==> config.mk <==
export PLATFORM = sky130hd
export DESIGN_NAME = uart_transmitter
export DESIGN_NICKNAME = d
export VERILOG_FILES = /design/src/rtl/uart_transmitter.sv
export SDC_FILE = /design/constraint.sdc
export NUM_CORES = 1
export LEC_CHECK = 0
export BUFFER_PORTS_ARGS = -buffer_cell sky130_fd_sc_hd__buf_2
export CORE_ASPECT_RATIO = 1.4
export CORE_MARGIN = 10
export CORE_UTILIZATION = 59
export CTS_CLUSTER_DIAMETER = 100
export CTS_CLUSTER_SIZE = 16
export DETAILED_ROUTE_END_ITERATION = 6
export HOLD_SLACK_MARGIN = 0.15
export MAX_ROUTING_LAYER = met4
export PLACE_DENSITY_LB_ADDON = 0.1
export SYNTH_ARGS = -nofsm -noshare
export SYNTH_HDL_FRONTEND = slang
export SYNTH_SLANG_ARGS = --single-unit
export TNS_END_PERCENT = 50
==> constraint.sdc <==
create_clock -name clk -period 3.55 [get_ports clk]
set_input_delay 0.1775 -clock clk [delete_from_list [all_inputs] [get_ports clk]]
set_output_delay 0.1775 -clock clk [all_outputs]
set_load 0.005 [all_outputs]
==> src/rtl/uart_transmitter.sv <==
// UART transmitter: byte FIFO feeding an 8-bit LSB-first serialiser with one stop bit.
// Define UART_TX_PARITY_EN to insert an even parity bit between data bit 7 and the stop bit.
module uart_transmitter #(
  parameter int CLKS_PER_BIT = 868,
  parameter int FIFO_DEPTH   = 8
) (
  input  logic                          clk,
  input  logic                          reset,
  input  logic [7:0]                    tx_data_in,
  input  logic                          tx_data_valid,
  output logic                          tx_ready,
  output logic                          io_tx,
  output logic                          tx_busy,
  output logic [$clog2(FIFO_DEPTH):0]   fifo_count
);
  localparam int BAUD_W = $clog2(CLKS_PER_BIT);
  localparam int PTR_W  = $clog2(FIFO_DEPTH);
  localparam logic [BAUD_W-1:0] BAUD_LAST  = BAUD_W'(CLKS_PER_BIT - 1);
  localparam logic [PTR_W:0]    COUNT_FULL = (PTR_W + 1)'(FIFO_DEPTH);

  typedef enum logic [2:0] {
    S_IDLE,
    S_START,
    S_DATA,
`ifdef UART_TX_PARITY_EN
    S_PARITY,
`endif
    S_STOP
  } state_t;

  state_t              state_q, state_d;
  logic [BAUD_W-1:0]   baud_q, baud_d;
  logic [2:0]          bit_q, bit_d;
  logic [7:0]          shift_q, shift_d;
  logic [7:0]          mem_q [FIFO_DEPTH];
  logic [PTR_W-1:0]    wr_ptr_q, rd_ptr_q;
  logic [PTR_W:0]      count_q, count_d;
  logic                io_tx_q, io_tx_d;
  logic                busy_q, busy_d;
  logic                push, pop, baud_end;
`ifdef UART_TX_PARITY_EN
  logic                parity_q, parity_d;
`endif

  assign tx_ready   = (count_q != COUNT_FULL);
  assign push       = tx_data_valid && tx_ready;
  assign baud_end   = (baud_q == BAUD_LAST);
  assign io_tx      = io_tx_q;
  assign tx_busy    = busy_q;
  assign fifo_count = count_q;

  always_comb begin
    state_d = state_q;
    bit_d   = bit_q;
    shift_d = shift_q;
    pop     = 1'b0;
`ifdef UART_TX_PARITY_EN
    parity_d = parity_q;
`endif
    case (state_q)
      S_IDLE: begin
        if (count_q != '0) begin
          pop     = 1'b1;
          state_d = S_START;
        end
      end
      S_START: begin
        if (baud_end) state_d = S_DATA;
      end
      S_DATA: begin
        if (baud_end) begin
          shift_d = shift_q >> 1;
          bit_d   = bit_q + 3'd1;
          if (bit_q == 3'd7) begin
`ifdef UART_TX_PARITY_EN
            state_d = S_PARITY;
`else
            state_d = S_STOP;
`endif
          end
        end
      end
`ifdef UART_TX_PARITY_EN
      S_PARITY: begin
        if (baud_end) state_d = S_STOP;
      end
`endif
      S_STOP: begin
        // Chain straight into the next start bit when more bytes are waiting.
        if (baud_end) begin
          if (count_q != '0) begin
            pop     = 1'b1;
            state_d = S_START;
          end else begin
            state_d = S_IDLE;
          end
        end
      end
      default: state_d = S_IDLE;
    endcase

    if (pop) begin
      shift_d = mem_q[rd_ptr_q];
      bit_d   = '0;
`ifdef UART_TX_PARITY_EN
      parity_d = ^mem_q[rd_ptr_q];
`endif
    end

    if (state_d != state_q || state_q == S_IDLE || baud_end) baud_d = '0;
    else                                                    baud_d = baud_q + 1'b1;

    case ({push, pop})
      2'b10:   count_d = count_q + 1'b1;
      2'b01:   count_d = count_q - 1'b1;
      default: count_d = count_q;
    endcase

    // The line is registered, so drive it from the state being entered.
    case (state_d)
      S_START:  io_tx_d = 1'b0;
      S_DATA:   io_tx_d = shift_d[0];
`ifdef UART_TX_PARITY_EN
      S_PARITY: io_tx_d = parity_d;
`endif
      default:  io_tx_d = 1'b1;
    endcase

    busy_d = (state_d != S_IDLE) || (count_d != '0);
  end

  always_ff @(posedge clk) begin
    if (push) mem_q[wr_ptr_q] <= tx_data_in;
  end

  always_ff @(posedge clk) begin
    if (reset) begin
      state_q  <= S_IDLE;
      baud_q   <= '0;
      bit_q    <= '0;
      shift_q  <= '0;
      wr_ptr_q <= '0;
      rd_ptr_q <= '0;
      count_q  <= '0;
      io_tx_q  <= 1'b1;
      busy_q   <= 1'b0;
`ifdef UART_TX_PARITY_EN
      parity_q <= 1'b0;
`endif
    end else begin
      state_q  <= state_d;
      baud_q   <= baud_d;
      bit_q    <= bit_d;
      shift_q  <= shift_d;
      count_q  <= count_d;
      io_tx_q  <= io_tx_d;
      busy_q   <= busy_d;
      if (push) wr_ptr_q <= wr_ptr_q + 1'b1;
      if (pop)  rd_ptr_q <= rd_ptr_q + 1'b1;
`ifdef UART_TX_PARITY_EN
      parity_q <= parity_d;
`endif
    end
  end

endmodule
==> results of run 1 <==
final timing paths:
kind | start | end | slack (ns) | cells after the start
max | baud_q[0]$_SDFF_PP0_ | tx_busy$_SDFF_PP0_ | 0.52 | 13
min | reset | fifo_count[2]$_SDFF_PP0_ | 0.22 | 2
max reg2reg | baud_q[0]$_SDFF_PP0_ | tx_busy$_SDFF_PP0_ | 0.52 | 13
min reg2reg | baud_q[0]$_SDFF_PP0_ | baud_q[0]$_SDFF_PP0_ | 0.47 | 1
stage by stage:
step | power [mW] | cell area, um2
floorplan | 2.06 | 4200
global placement | 2.20 | 4380
CTS | 2.88 | 4650
detailed placement | 2.21 | 4380
global route | 3.02 | 4650
finish | 2.85 | 4650
cells in the final DEF (no fill, tap or decap), types with 3 or more instances in the layout:
cell type	netlist	layout
clkbuf_8	0	9
dfxtp_1	39	39
a31oi_1	7	7
mux2_2	7	7
xor2_1	10	10
nand2_1	22	22
edfxtp_1	64	64
mux4_2	16	16
mux2i_1	4	4
nor2_1	30	30
nor3_1	9	9
a21oi_1	6	6
buf_4	1	6
nand2b_1	4	4
nor2b_1	3	3
xnor2_1	8	8
inv_1	3	3
dlygate4sd3_1	0	9
nand3_1	14	14
ha_1	8	8
buf_2	6	17
cell usage after synthesis (all sizes together) (2+ instances only):
cell	number	area, um2
nor3	9	45.0
mux2i	4	40.0
o21ai	3	18.8
buf	9	52.6
edfxtp	64	1920
nand2	22	82.6
ha	8	100
clkbuf	5	18.8
dfxtp	39	781
nand4	2	12.5
a211oi	2	15.0
nand2b	4	25.0
and3	2	12.5
and2	2	12.5
or3	2	12.5
mux2	7	78.8
nor4	2	18.8
inv	4	15.0
nor2	30	113
mux4	16	360
o31a	2	17.5
a21oi	6	30.0
nand3	14	70.1
xor2	10	87.6
nor2b	3	18.8
xnor2	8	70.1
nor3b	2	15.0
a31oi	7	43.8
state kept, by name, indices dropped and copies added (netlist names), named ones only:
signal      count
baud_q         10
bit_q           3
fifo_count      4
io_tx           1
mem_q          64
rd_ptr_q        3
shift_q         8
state_q         3
tx_busy         1
wr_ptr_q        3
power by group through the flow:
stage	Combinational, mW	Sequential, mW	Clock (mW)
2_1_floorplan	0.590	1.47	0
3_3_place_gp	0.702	1.50	0
3_5_place_dp	0.708	1.51	0
4_1_cts	0.721	1.48	0.677
5_1_grt	0.792	1.50	0.734
6_report	0.707	1.48	0.667
critical path: cells and delay by family, from the launching register on:
kind | cells | cell delay [ns]
XOR/XNOR | 3 | 0.51
flip-flops | 1 | 0.35
AND/OR/NAND/NOR | 3 | 0.44
buffers and inverters | 1 | 0.23
AO/OA/AOI/OAI | 3 | 0.64
adder cells (fa/ha/maj) | 3 | 0.73
logic make-up after synthesis:
family / Yosys count / synth area share [%]
other: 1 / 0.0893
AND/OR/NAND/NOR: 101 / 12.3
flip-flops: 103 / 64.3
adder cells (fa/ha/maj): 8 / 2.38
XOR/XNOR: 18 / 3.75
multiplexers: 27 / 11.4
buffers and inverters: 18 / 2.05
AO/OA/AOI/OAI: 24 / 3.72
cell type report:
| type | count | area (um2) |
|---|---|---|
| Sequential cell | 103 | 2700 |
| Timing Repair Buffer | 32 | 220 |
| Inverter | 4 | 15.0 |
| Clock inverter | 6 | 52.6 |
| Clock buffer | 10 | 128 |
| Fill cell | 533 | 2290 |
| Tap cell | 95 | 119 |
| Multi-Input combinational cell | 179 | 1410 |
routing by layer:
metal  share of wire, %  wire, um
met1                 42      3020
met2                 53      3820
met3                3.1       220
met4                1.5       107
met5                  0         0
==> metrics.md, run 1 <==
| Metric | Value |
|---|---|
| Post-CTS setup buffers | `0` |
| Setup TNS | `0 ns` |
| Worst EP required | `3.79 ns` |
| Cell Pwr Density | `614 mW/mm2` |
| Worst-case hold slack | `0.225 ns` |
| Syn-to-layout area delta | `10.7%` |
| Clk root buf | `clkbuf_8` |
| CP endpoint kind | `flop` |
| Crit-path most repeated cell | `ha_1` |
| Met2 usage | `24.5%` |
| RSZ-0062 raised after global routing | `false` |
| Hold crit path type | `in -> reg` |
| Final setup fails | `0` |
| Post-synth ARST share | `0%` |
| Number of synthesized flops with an enable pin | `64` |
| Final hold vios | `0` |
| Skew-Pair Late Insertion Delay | `0.35 ns` |
| Seq/Total Area, Yosys | `64.3%` |
| Final Wtd Congestion | `0.765` |
| Synth warn | `0` |
| DRT Wirelength | `7.17 mm` |
| Number of instances in the placed design | `404` |
| Ant diodes | `0` |
| CP max-delay cell | `o21ai_2` |
| Cell Rows | `36` |
| Residual DRC | `0` |
| Max-cap violations | `0` |
| Sw Share | `29.8%` |
| Worst-path cell chain | `ha_1, nor4b_4, and4_1, o21ai_2, inv_2, ha_1, xor2_1, ha_1, a21oi_1, xor2_1, nor2_1, xnor2_1, a31oi_1` |
| Die Area | `0.0109 mm2` |
| GR peak layer | `met2` |
| Synth Register Bits | `103` |
| M1 GR Usage | `16.2%` |
| Final nets | `348` |
| Detailed placement HPWL | `4.84 mm` |
| CTS H-tree lvls | `3` |
| Vias in the first global route | `2427` |
| CTS tree | `built` |
| Buffers on Ports | `17` |
| WS Path Type | `reg -> reg` |
| Setup WS pre-CTS | `0.513 ns` |
| Crit start category | `flop` |
| Initial antenna violation count | `0` |
| Post-DRT Antenna Nets | `0` |
| Seq pwr share | `51.8%` |
| Largest net degree at the start of global routing | `25` |
| I/O pin total | `18` |
| Syn Inst Count | `300` |
| # clock sinks | `103` |
| Final non-filler cell total | `429` |
| Detailed-router iteration count before antenna repair | `5` |
| Combinational Power Share | `24.8%` |
| Worst Path Max Fanout | `14` |
| Final worst path period need | `3.03 ns` |
| Ys flop type | `edfxtp_1` |
| Max Clock Skew | `0.0125 ns` |
| Drt initial violations | `125` |
| CTS Buf Count | `9` |
| First-pass GRT wire length | `12.2 mm` |
| Least-Margin Pin Slew | `0.942 ns` |
| CTS Hold Bufs | `9` |
| Vias per cell | `5.59` |
| P_int | `2.00 mW` |
| CP max stage delay | `0.41 ns` |
| Initial Util | `60.6%` |
| P_sw | `0.850 mW` |
| Gr usage total | `14.3%` |
| Clk slew on worst S/H paths | `0.10 ns` |
| Final worst slack | `0.521 ns` |
| DR vias | `2400` |
| Die Wd | `91.3 um` |
| Final Core Density | `67.0%` |
| Outcome | `complete, no violations` |
| Post-Syn Area per Cell | `14.0 um2` |
| Cell Area, Synth | `0.00420 mm2` |
| Met3 usage | `2.68%` |
| Average wire per standard cell | `16.7 um` |
| Slew headroom | `37.0%` |
| Worst vdd ir | `0.000370 V` |
| FMAX | `330 MHz` |
| Core ar. | `0.00694 mm2` |
| Crit path DAT | `3.27 ns` |
| Clock share of power | `23.4%` |
| Count of final max-slew check failures | `0` |
| Die span in y | `120 um` |
| Post-synth cell types | `46` |
| Total gr overflow | `0` |
| Max Root-Sink Buffers | `2` |
| Lkg Pwr | `1.57 nW` |
| Share of cells above drive strength 1 | `19.8%` |
| Post-synthesis net count | `319` |
| Post-CTS sizing | `0` |
| Tcrit/Tclk final | `85.3%` |
Power figures use the tool's default switching activity.
==> run 2, diff against run 1 <==
--- a/config.mk
+++ b/config.mk
@@ -10,7 +10,7 @@
 export CORE_MARGIN = 10
 export CORE_UTILIZATION = 59
 export CTS_CLUSTER_DIAMETER = 100
-export CTS_CLUSTER_SIZE = 16
+export CTS_CLUSTER_SIZE = 28
 export DETAILED_ROUTE_END_ITERATION = 6
 export HOLD_SLACK_MARGIN = 0.15
 export MAX_ROUTING_LAYER = met4
==> constraint.sdc (replaced) <==
create_clock -name clk -period 3.55 [get_ports clk]
set_input_delay 0.71 -clock clk [delete_from_list [all_inputs] [get_ports clk]]
set_output_delay 0.71 -clock clk [all_outputs]
set_load 0.005 [all_outputs]
==> metrics.md, run 2 (synthesis gave the netlist of run 1 again) <==
| Metric | Value |
|---|---|
| Post-CTS setup buffers | `0` |
| WHS Endpoint | `baud_q[0]$_SDFF_PP0_` |
| Crit path DAT | `3.28 ns` |
| Crit Reg-Reg Endpoint | `tx_busy$_SDFF_PP0_` |
| Worst-case hold slack | `0.471 ns` |
| Hold Startpoint | `baud_q[0]$_SDFF_PP0_` |
| Detailed placement HPWL | `4.84 mm` |
| CP endpoint kind | `flop` |
| I/O pin total | `18` |
| Max Root-Sink Buffers | `2` |
| Worst vdd ir | `0.000370 V` |
| Crit start category | `flop` |
| Post-route cell area | `0.00456 mm2` |
| Cell Pwr Density | `624 mW/mm2` |
| R2R Path Start | `baud_q[0]$_SDFF_PP0_` |
| Worst Path Max Fanout | `14` |
| Vias per cell | `5.63` |
| Commonest non-fill, non-tap cell in the layout | `edfxtp_1` |
| Count of final max-slew check failures | `0` |
| Largest net degree at the start of global routing | `25` |
| Multi-input gate area | `0.00141 mm2` |
| Clk root buf | `clkbuf_8` |
| Crit-path most repeated cell | `ha_1` |
| Buffers on Ports | `17` |
| Final worst path period need | `3.04 ns` |
| CTS Hold Bufs | `0` |
| Syn-to-layout area delta | `8.52%` |
| CTS Buf Count | `9` |
| Post-CTS sizing | `0` |
| Combinational Power Share | `24.7%` |
| Seq pwr share | `51.9%` |
| Average wire per standard cell | `16.8 um` |
| Worst-path cell chain | `ha_1, nor4b_4, and4_1, o21ai_2, inv_2, ha_1, xor2_1, ha_1, a21oi_1, xor2_1, nor2_1, xnor2_1, a31oi_1` |
| Gr usage total | `14.1%` |
| Largest registers | `mem_q: 64 flops, baud_q: 10 flops, shift_q: 8 flops` |
| P_sw | `0.850 mW` |
| Met3 usage | `2.68%` |
| Setup TNS | `0 ns` |
| Max Clock Skew | `0.0123 ns` |
| DRT Wirelength | `7.05 mm` |
| Final nets | `339` |
| Cell Rows | `36` |
| Outcome | `complete, no violations` |
| Final Core Density | `65.7%` |
| Hold crit path type | `reg -> reg` |
| Residual DRC | `0` |
| Clock share of power | `23.4%` |
| DR vias | `2366` |
| Worst Path Buf+Inv | `1` |
| Flip-flop count of the largest register after layout | `64` |
| FMAX | `329 MHz` |
| Initial antenna violation count | `0` |
| Tcrit/Tclk final | `85.6%` |
| Sw Share | `29.8%` |
| Final setup fails | `0` |
| Drt initial violations | `117` |
| DP Area | `0.00438 mm2` |
| R2R depth | `13` |
| RSZ-0062 raised after global routing | `false` |
| CP max-delay cell | `o21ai_2` |
| FF-to-FF setup slack | `0.51 ns` |
| WS Path Type | `reg -> reg` |
| Skew-Pair Late Insertion Delay | `0.36 ns` |
| Max-cap violations | `0` |
| Met2 usage | `24.1%` |
| Storage element area | `0.00270 mm2` |
| Worst path top cell family by delay | `adder cells` |
| Post-DRT Antenna Nets | `0` |
| Total of fill cells in the finished design | `542` |
| Commonest cells after routing, fill and taps aside | `edfxtp_1, dfxtp_1, nor2_1, nand2_1, buf_2` |
| Lkg Pwr | `1.53 nW` |
| CP max stage delay | `0.42 ns` |
| Total gr overflow | `0` |
| Biggest register | `mem_q` |
| Vias in the first global route | `2401` |
| Die Wd | `91.3 um` |
| Initial Util | `60.6%` |
| CTS tree | `built` |
| Detailed-router iteration count before antenna repair | `4` |
| GR peak layer | `met2` |
| Share of cells above drive strength 1 | `20.3%` |
| Ant diodes | `0` |
| CTS H-tree lvls | `3` |
| Die Area | `0.0109 mm2` |
| Final hold vios | `0` |
| Final Wtd Congestion | `0.765` |
| Hold path cells | `1` |
| Core ar. | `0.00694 mm2` |
| Worst EP required | `3.79 ns` |
| Slew headroom | `37.9%` |
| Die span in y | `120 um` |
| Least-Margin Pin Slew | `0.928 ns` |
| Total power | `2.85 mW` |
| First-pass GRT wire length | `12.0 mm` |
| P_int | `2.00 mW` |
| Clk slew on worst S/H paths | `0.10 ns` |
| M1 GR Usage | `16.1%` |
| # clock sinks | `103` |
run 2: cell count changes in the layout (fill, tap and decap cells not counted):
cell           delta
dlygate4sd3_1     -9
run 2: routing by layer:
layer	wire, um	up-vias
li1	-	1149
met1	2970	1177
met2	3760	31
met3	221	9
met4	97	0
met5	0	-
run 2: worst max-delay path by stage:
stage	start	to	slack, ns	cells after the start
6_report	baud_q[0]$_SDFF_PP0_	tx_busy$_SDFF_PP0_	0.51	13
5_1_grt	baud_q[0]$_SDFF_PP0_	tx_busy$_SDFF_PP0_	0.23	13
4_1_cts	baud_q[0]$_SDFF_PP0_	tx_busy$_SDFF_PP0_	0.48	13
3_5_place_dp	baud_q[0]$_SDFF_PP0_	tx_busy$_SDFF_PP0_	0.51	13
3_3_place_gp	baud_q[0]$_SDFF_PP0_	tx_busy$_SDFF_PP0_	0.58	13
2_1_floorplan	baud_q[0]$_SDFF_PP0_	tx_busy$_SDFF_PP0_	0.98	14
run 2: power by group through the flow:
| stage | combinational, mW | clock (mW) | sequential, mW |
|---|---|---|---|
| after CTS | 0.713 | 0.677 | 1.48 |
| after floorplan | 0.590 | 0 | 1.47 |
| after global placement | 0.702 | 0 | 1.50 |
| after detailed placement | 0.708 | 0 | 1.51 |
| final | 0.702 | 0.667 | 1.48 |
| after global routing | 0.784 | 0.734 | 1.50 |
run 2: final cells by class:
| class | count | area share [%] |
|---|---|---|
| inverter | 4 | 0.329 |
| clock inverter | 6 | 1.15 |
| clock buffer | 10 | 2.80 |
| sequential | 103 | 59.3 |
| tap | 95 | 2.61 |
| timing repair buffer | 23 | 2.85 |
| multi-input combinational | 179 | 31.0 |
run 2: worst reg2reg max path: cells and delay by family, from the launching register on:
| kind | cells | cell delay [ns] |
|---|---|---|
| and+or+nand+nor | 3 | 0.44 |
| xor gates and xnor gates | 3 | 0.50 |
| AOI/OAI and AO/OA | 3 | 0.65 |
| adders and majority gates | 3 | 0.74 |
| DFF | 1 | 0.35 |
| buffers and inverters | 1 | 0.23 |
run 2: per-stage QoR:
step / cells / setup slack, ns
final: 420 / 0.510
after global routing: 420 / 0.234
after CTS: 420 / 0.483
after detailed placement: 404 / 0.513
after global placement: 404 / 0.584
after floorplan: 300 / 0.978
==> run 3, diff against run 2 <==
--- a/config.mk
+++ b/config.mk
@@ -7,7 +7,7 @@
 export LEC_CHECK = 0
 export BUFFER_PORTS_ARGS = -buffer_cell sky130_fd_sc_hd__buf_2
 export CORE_ASPECT_RATIO = 1.4
-export CORE_MARGIN = 10
+export CORE_MARGIN = 2
 export CORE_UTILIZATION = 59
 export CTS_CLUSTER_DIAMETER = 100
 export CTS_CLUSTER_SIZE = 28
==> constraint.sdc (replaced) <==
create_clock -name clk -period 3.55 [get_ports clk]
set_input_delay 0.8875 -clock clk [delete_from_list [all_inputs] [get_ports clk]]
set_output_delay 0.8875 -clock clk [all_outputs]
set_load 0.005 [all_outputs]
==> metrics.md, run 3 (synthesis gave the netlist of run 1 again) <==
| Metric | Value |
|---|---|
| Outcome | `complete, no violations` |
| Worst Path Max Fanout | `14` |
| Crit path DAT | `3.01 ns` |
| Drt initial violations | `170` |
| DRT Wirelength | `6.98 mm` |
| Crit-path most repeated cell | `ha_1` |
| Worst setup path start | `baud_q[0]$_SDFF_PP0_` |
| Max-cap violations | `0` |
| Buffers on Ports | `17` |
| Largest registers | `mem_q: 64 flops, baud_q: 10 flops, shift_q: 8 flops` |
| Final setup fails | `0` |
| Gr usage total | `20.4%` |
| Biggest register | `mem_q` |
| Lkg Pwr | `1.55 nW` |
| Die Wd | `75.3 um` |
| # clock sinks | `103` |
| Max Root-Sink Buffers | `2` |
| Clock share of power | `23.7%` |
| CTS tree | `built` |
| Least-Margin Pin Slew | `0.874 ns` |
| Vias per cell | `5.70` |
| R2R depth | `13` |
| Commonest cells after routing, fill and taps aside | `edfxtp_1, dfxtp_1, nor2_1, nand2_1, buf_2` |
| Core ar. | `0.00694 mm2` |
| Total power | `2.88 mW` |
| Largest net degree at the start of global routing | `25` |
| Count of final max-slew check failures | `0` |
| Hold crit path type | `reg -> reg` |
| WS Path Type | `reg -> reg` |
| CP endpoint kind | `flop` |
| FMAX | `360 MHz` |
| Worst vdd ir | `0.000348 V` |
| P_int | `2.01 mW` |
| Worst-case hold slack | `0.469 ns` |
| Average wire per standard cell | `16.6 um` |
| WP depth | `13` |
| Max Clock Skew | `0.00987 ns` |
| Slew headroom | `41.5%` |
| Seq pwr share | `51.4%` |
| Worst path top cell family by delay | `adder cells` |
| Post-route cell area | `0.00458 mm2` |
| Die span in y | `104 um` |
| Share of cells above drive strength 1 | `20.9%` |
| Syn-to-layout area delta | `8.96%` |
| Number of instances in the placed design | `405` |
| Commonest non-fill, non-tap cell in the layout | `edfxtp_1` |
| Clk root buf | `clkbuf_8` |
| Met1 Wirelength | `2.96 mm` |
| DR vias | `2400` |
| Initial antenna violation count | `0` |
| CP max stage delay | `0.38 ns` |
| Total gr overflow | `0` |
| Final non-filler cell total | `421` |
| Final Wtd Congestion | `0.743` |
| Crit Reg-Reg Endpoint | `tx_busy$_SDFF_PP0_` |
| Final hold vios | `0` |
| Flip-flop count of the largest register after layout | `64` |
| Worst EP required | `3.79 ns` |
| Setup WS pre-CTS | `0.765 ns` |
| Detailed-router iteration count before antenna repair | `4` |
| Final nets | `340` |
| Cell Pwr Density | `629 mW/mm2` |
| Critical Path Sink | `tx_busy$_SDFF_PP0_` |
| R2R Path Start | `baud_q[0]$_SDFF_PP0_` |
| Residual DRC | `0` |
| Final Core Density | `66.0%` |
| Die Area | `0.00782 mm2` |
| Met2 WL | `3.77 mm` |
| RSZ-0062 raised after global routing | `false` |
| Setup TNS | `0 ns` |
| Vias in the first global route | `2326` |
| Sw Share | `30.0%` |
| Clk slew on worst S/H paths | `0.10 ns` |
| Detailed placement HPWL | `4.70 mm` |
| Worst Path Buf+Inv | `1` |
| Worst-path cell chain | `ha_1, nor4b_4, and4_1, o21ai_2, inv_2, ha_1, xor2_1, ha_1, nor2_1, a22oi_1, nor2_1, o31a_1, a31oi_1` |
| CP max-delay cell | `dfxtp_1` |
| I/O pin total | `18` |
| Combinational Power Share | `24.9%` |
| FF-to-FF setup slack | `0.77 ns` |
| CTS Hold Bufs | `0` |
| Ant diodes | `0` |
| CTS H-tree lvls | `3` |
| Initial Util | `60.6%` |
| Max layer used | `met4` |
| First-pass GRT wire length | `11.4 mm` |
| Skew-Pair Late Insertion Delay | `0.36 ns` |
| Post-CTS sizing | `0` |
| Crit start category | `flop` |
| Final worst slack | `0.774 ns` |
| Hold Startpoint | `baud_q[0]$_SDFF_PP0_` |
| P_sw | `0.864 mW` |
| CTS Buf Count | `9` |
| Post-DRT Antenna Nets | `0` |
| Routed wl met3 | `168 um` |
| Final worst path period need | `2.78 ns` |
| Tcrit/Tclk final | `78.2%` |
| DP Area | `0.00439 mm2` |
| Total of fill cells in the finished design | `538` |
| Post-CTS setup buffers | `0` |
| Cell Rows | `36` |
-- run 3: layer usage --
layer | vias to the layer above | GRT usage (%)
met3 | 8 | 3.49
met5 | - | -
li1 | 1150 | -
met4 | 0 | 6.89
met1 | 1200 | 25.3
met2 | 42 | 33.4
-- run 3: worst min-delay path by stage --
stage / to / slack, ns / depth (start not counted)
2_1_floorplan: baud_q[0]$_SDFF_PP0_ / 0.43 / 1
3_3_place_gp: baud_q[0]$_SDFF_PP0_ / 0.45 / 1
3_5_place_dp: baud_q[0]$_SDFF_PP0_ / 0.45 / 1
4_1_cts: baud_q[0]$_SDFF_PP0_ / 0.48 / 1
5_1_grt: baud_q[0]$_SDFF_PP0_ / 0.50 / 1
6_report: baud_q[0]$_SDFF_PP0_ / 0.47 / 1
-- run 3: layout make-up --
cell class,instances,area (um2),area share [%]
Clock buffer,10,128,2.79
Clock inverter,6,57.6,1.26
Inverter,4,15.0,0.328
Multi-Input combinational cell,179,1420,31.0
Sequential cell,103,2700,59.0
Tap cell,95,119,2.60
Timing Repair Buffer,24,138,3.01
-- run 3: power groups by stage --
stage	clock network (mW)	logic, mW	registers, mW
2_1_floorplan	0	0.590	1.47
3_3_place_gp	0	0.715	1.50
3_5_place_dp	0	0.720	1.51
4_1_cts	0.696	0.724	1.48
5_1_grt	0.745	0.806	1.50
6_report	0.682	0.716	1.48
